--- config.mk ---
export PLATFORM = sky130hd
export DESIGN_NAME = instruction_fetch
export DESIGN_NICKNAME = d
export VERILOG_FILES = /design/src/rtl/instruction_fetch.sv
export SDC_FILE = /design/constraint.sdc
export NUM_CORES = 1
export LEC_CHECK = 0
export CORE_ASPECT_RATIO = 0.8
export CORE_UTILIZATION = 42
export DETAILED_ROUTE_END_ITERATION = 16
export GPL_ROUTABILITY_DRIVEN = 0
export GPL_TIMING_DRIVEN = 0
export PLACE_DENSITY = 0.8
export SLEW_MARGIN = 20
export SYNTH_ARGS = -nofsm -noshare
export SYNTH_HDL_FRONTEND = slang
export SYNTH_SLANG_ARGS = --single-unit
--- constraint.sdc ---
create_clock -name clk -period 2.2 [get_ports clk]
set_input_delay 0.44 -clock clk [delete_from_list [all_inputs] [get_ports clk]]
set_output_delay 0.44 -clock clk [all_outputs]
set_load 0.005 [all_outputs]
--- src/rtl/instruction_fetch.sv ---
// Instruction fetch stage: issues one imem request at a time, hands the instruction to decode
// over valid/ready, requests the sequential PC advance and flushes in-flight work on redirect.
module instruction_fetch #(
  parameter int unsigned     XLEN     = 64,
  parameter int unsigned     ILEN     = 32,
  parameter logic [ILEN-1:0] NOP_INSN = 32'h0000_0013
) (
  input  logic            clk,
  input  logic            rst,
  input  logic [XLEN-1:0] pc,
  input  logic            redirect,
  output logic            imem_req_valid,
  input  logic            imem_req_ready,
  output logic [XLEN-1:0] imem_req_addr,
  input  logic            imem_rsp_valid,
  input  logic [ILEN-1:0] imem_rsp_data,
  input  logic            imem_rsp_err,
  output logic            if_valid,
  input  logic            if_ready,
  output logic [ILEN-1:0] if_instr,
  output logic [XLEN-1:0] if_pc,
  output logic            if_fault,
  output logic            pc_if_write_en,
  output logic [XLEN-1:0] pc_if_write
);

  typedef enum logic [2:0] {StIdle, StReq, StWait, StDrain, StHold, StHoldFault} state_e;

  state_e          state_q, state_d;
  logic [XLEN-1:0] req_pc_q, req_pc_d;
  logic            if_valid_q, if_valid_d;
  logic [ILEN-1:0] if_instr_q, if_instr_d;
  logic [XLEN-1:0] if_pc_q, if_pc_d;
  logic            if_fault_q, if_fault_d;
  logic            pc_wen_q, pc_wen_d;
  logic [XLEN-1:0] pc_wdata_q, pc_wdata_d;
  logic            pc_aligned;

  assign pc_aligned = (pc[1:0] == 2'b00);

  always_ff @(posedge clk) begin
    if (rst) begin
      state_q    <= StIdle;
      req_pc_q   <= '0;
      if_valid_q <= 1'b0;
      if_instr_q <= '0;
      if_pc_q    <= '0;
      if_fault_q <= 1'b0;
      pc_wen_q   <= 1'b0;
      pc_wdata_q <= '0;
    end else begin
      state_q    <= state_d;
      req_pc_q   <= req_pc_d;
      if_valid_q <= if_valid_d;
      if_instr_q <= if_instr_d;
      if_pc_q    <= if_pc_d;
      if_fault_q <= if_fault_d;
      pc_wen_q   <= pc_wen_d;
      pc_wdata_q <= pc_wdata_d;
    end
  end

  always_comb begin
    state_d        = state_q;
    req_pc_d       = req_pc_q;
    if_valid_d     = if_valid_q;
    if_instr_d     = if_instr_q;
    if_pc_d        = if_pc_q;
    if_fault_d     = if_fault_q;
    pc_wen_d       = 1'b0;
    pc_wdata_d     = pc_wdata_q;
    imem_req_valid = 1'b0;
    imem_req_addr  = '0;

    unique case (state_q)
      StIdle: begin
        if (!redirect) state_d = StReq;
      end
      StReq: begin
        imem_req_addr  = pc;
        imem_req_valid = pc_aligned;
        if (!pc_aligned) begin
          if (redirect) begin
            state_d = StIdle;
          end else begin
            if_valid_d = 1'b1;
            if_fault_d = 1'b1;
            if_instr_d = NOP_INSN;
            if_pc_d    = pc;
            state_d    = StHoldFault;
          end
        end else if (imem_req_ready) begin
          req_pc_d = pc;
          // Request already accepted: its response must still be absorbed.
          state_d  = redirect ? StDrain : StWait;
        end else if (redirect) begin
          state_d = StIdle;
        end
      end
      StWait: begin
        if (redirect) begin
          state_d = imem_rsp_valid ? StIdle : StDrain;
        end else if (imem_rsp_valid) begin
          if_valid_d = 1'b1;
          if_pc_d    = req_pc_q;
          if (imem_rsp_err) begin
            if_instr_d = NOP_INSN;
            if_fault_d = 1'b1;
            state_d    = StHoldFault;
          end else begin
            if_instr_d = imem_rsp_data;
            if_fault_d = 1'b0;
            pc_wen_d   = 1'b1;
            pc_wdata_d = req_pc_q + XLEN'(4);
            state_d    = StHold;
          end
        end
      end
      StDrain: begin
        // Orphan response arriving together with another redirect: nothing left to wait for.
        if (imem_rsp_valid) state_d = redirect ? StIdle : StReq;
      end
      StHold: begin
        if (redirect) begin
          if_valid_d = 1'b0;
          state_d    = StIdle;
        end else if (if_ready) begin
          if_valid_d = 1'b0;
          state_d    = StReq;
        end
      end
      StHoldFault: begin
        if (redirect) begin
          if_valid_d = 1'b0;
          state_d    = StIdle;
        end else if (if_valid_q && if_ready) begin
          if_valid_d = 1'b0;
        end
      end
      default: state_d = StIdle;
    endcase
  end

  assign if_valid       = if_valid_q;
  assign if_instr       = if_instr_q;
  assign if_pc          = if_pc_q;
  assign if_fault       = if_fault_q;
  assign pc_if_write_en = pc_wen_q;
  assign pc_if_write    = pc_wdata_q;

endmodule

==> metrics.md <==
| Metric | Value |
|---|---|
| Outcome | complete, but fails checks |
| Failing checks | setup timing |
| CTS max path bufs | 3 |
| CTS buffer count | 24 |
| TritonCTS Sinks | 230 |
| Total GRT Usage | 29.7% |
| Die Span Y | 143 um |
| Maximum vdd drop | 0.537 mV |
| Root Buffer | clkbuf_16 |
| Initial Utilization | 42.9% |
| Worst r2r dst | pc_if_write[56] |
| Post-layout instance area | 0.0159 mm^2 |
| Crit. End Element | primary output |
| Combinational share of power | 14.2% |
| Register area share after synthesis | 44.0% |
| Rel. slew slack | 36.0% |
| Wl on met1 | 16.2 mm |
| Area contributors post-synth | dfxtp_1 44%, a211oi_1 8.0%, nor2_1 6.5% |
| DRC | 0 |
| Sw Ratio | 24.4% |
| Final Critical Period | 2370 ps |
| List of most frequent post-synthesis cells | 230 x dfxtp_1, 181 x nor2_1, 157 x nand2_1, 111 x a211oi_1, 94 x clkbuf_1 |
| PwrDens | 626 mW/mm^2 |
| Hold Path Class | register to register |
| MaxCap Viol Count | 0 |
| Critical Path AT | 1930 ps |
| Layout Skew | 10.1 ps |
| Hold depth | 2 |
| Reg2reg setup slack | 30 ps |
| Synthesized area | 0.0105 mm^2 |
| Via density | 5.59 |
| Die area | 0.0255 mm^2 |
| Hold Fails Final Rpt | 0 |
| Iter 0 DRT Violations | 838 |
| Fin nets | 1,753 |
| Hold buffers post-CTS | 0 |
| Syn_nets | 1,343 |
| Largest net degree at the start of global routing | 15 |
| Internal Power | 0.00752 W |
| FF-to-FF path depth | 8 |
| First-pass GRT wire length | 58.6 mm |
| Post-synth ARST share | 0% |
| Setup ws final | -170 ps |
| Vias in the first global route | 10,599 |
| Measured slew at the worst slew-check pin | 959 ps |
| Synth area leader | dfxtp_1 |
| Flop pwr share | 43.9% |
| # rows | 51 |
| Post-Synthesis Cells | 1,239 |
| FILL cells | 2,029 |
| RSZ-0062 raised after global routing | yes |
| Final worst path period share | 108% |
| TritonCTS clock tree | done |
| Detailed Place HPWL | 27.9 mm |
| Initial DRT Pass Iterations | 5 |
| CTS clock-pin slew for the worst setup and hold paths | 60 ps |
| Vias | 11,087 |
| H-tree level count | 1 |
| Placed insts | 1,885 |
| Static leakage power | 5.73 nW |
| Clock group share of total power | 41.9% |
| Netlist cell types | 49 |
| Number of enable flip-flop cells after synthesis | 0 |
| CP Max Fanout | 5 |
| P&R area growth vs syn | 51.9% |
| Hold Crit Start | pc_if_write[0] |
| Final max-slew violation count | 0 |
| Routed met2 length | 18.2 mm |
| Grt ovf | 0 |
| # diodes | 0 |
| Yosys Warn Count | 0 |
| Post-Layout Cell Count | 1,982 |
| Switching power | 0.00243 W |
| Most frequent cell after synthesis | dfxtp_1 |
| Placed Instance Area | 0.0141 mm^2 |
| Yosys reg bits | 230 |
| # port buffers | 328 |
| Average size of a mapped cell | 8.44 um^2 |
| Core box area | 0.0244 mm^2 |
| Ys flop type | dfxtp_1 |
| FF-to-FF Start | req_pc_q[2] |
| Worst skew pair latency | 520 ps |
| Antenna violations before repair | 0 |
| Detailed Route WL | 39.5 mm |
| F_max | 422 MHz |
| Met3 WL | 3.51 mm |
| Max Used Layer | met4 |
| # setup viols final | 49 |
| Antenna viol nets, final | 0 |
| CP startpoint kind | register |
| Share of the synthesized area in the top cell type | 44.0% |
| Hold Path End | pc_if_write[0] |
| Avg WL per Cell | 19.9 um |
| Worst slack at placement | -1230 ps |
| Ports | 331 |
| Die width | 178 um |
| Critical path type | register to primary output |
| Layout cells sized above 1 | 18.8% |
| Worst EP required | 1760 ps |
==> power groups by stage <==
stage	Sequential (W)	Combinational, W	Clock, W
after floorplan	0.00445	0.000486	0
after global placement	0.00445	0.00123	0
after detailed placement	0.00446	0.00125	0
after CTS	0.00437	0.00139	0.00420
after global routing	0.00438	0.00151	0.00439
final	0.00437	0.00141	0.00417
==> metrics by stage <==
step | util (%) | power [W] | setup TNS (ps) | hold slack, ps
2_1_floorplan | - | 0.00493 | 0 | 440
3_3_place_gp | 58.0 | 0.00568 | -256690 | 446
3_5_place_dp | 58.0 | 0.00571 | -248490 | 446
4_1_cts | 64.2 | 0.00996 | -5840 | 458
5_1_grt | 65.2 | 0.0103 | -7540 | 490
6_report | 65.2 | 0.00995 | -3920 | 453
==> repair_timing <==
| action | 4_1_cts | 5_1_grt |
|---|---|---|
| gates resized for setup | 365 | 100 |
| gates cloned | 7 | 0 |
| pin swaps | 28 | 17 |
| buffers inserted | 43 | 18 |
| endpoints found under the setup margin | 292 | 231 |
==> worst max-delay path: stages, from the launching register on <==
cell	delay, ps
dfxtp_2	330
buf_8	120
nor2_4	140
buf_12	120
clkbuf_16	160
buf_8	100
buf_6	100
buf_6	80
and3_4	160
buf_6	90
==> routing by layer <==
metal,vias up,GRT usage [%]
li1,5170,-
met1,5283,37.6
met2,537,48.9
met3,97,6.04
met4,0,12.4
met5,-,0
==> final cells by class <==
type	count	area (um^2)	share of cell area, %
inverters	13	48.8	0.307
repair buffers	394	3750	23.6
well taps	318	398	2.50
multi-input cells	886	5680	35.8
clock buffers	37	721	4.54
flip-flops and latches	230	4630	29.2
plain buffers	100	578	3.64
clock inverters	4	72.6	0.457
==> cells by family after synthesis <==
logic type | after synthesis | synth area share (%)
adder cells (fa/ha/maj) | 1 | 0.120
flip-flops | 230 | 44.0
XOR/XNOR | 51 | 4.27
AO/OA/AOI/OAI | 243 | 15.8
buffers and inverters | 123 | 4.57
multiplexers | 65 | 6.23
AND/OR/NAND/NOR | 526 | 25.0
==> cells in the final DEF, fill, tap and decap left out, types with 43 or more instances in the layout <==
cell type / n
a21oi_1: 76
a211oi_1: 111
dfxtp_1: 214
nor2_1: 180
clkbuf_1: 43
mux2i_1: 64
buf_2: 47
nand2_1: 156
clkdlybuf4s50_1: 263
and3_1: 48
==> worst max path at each step <==
stage                startpoint                end  slack, ps  cells past startpoint
floorplan           req_pc_q[2]    pc_if_write[34]         10                      6
global placement          pc[1]          if_pc[11]      -1500                      7
detailed placement        pc[1]           if_pc[6]      -1230                      7
CTS                  state_q[1]  imem_req_addr[36]       -230                      8
global route         state_q[1]  imem_req_addr[46]       -220                      9
finish               state_q[1]  imem_req_addr[46]       -170                      9
==> state kept, by name (all words and copies together) (netlist names) <==
register / cells
if_instr: 32
if_pc: 64
pc_if_write: 64
req_pc_q: 64
if_fault: 1
state_q: 3
pc_if_write_en: 1
if_valid: 1
Power figures use the tool's default switching activity.
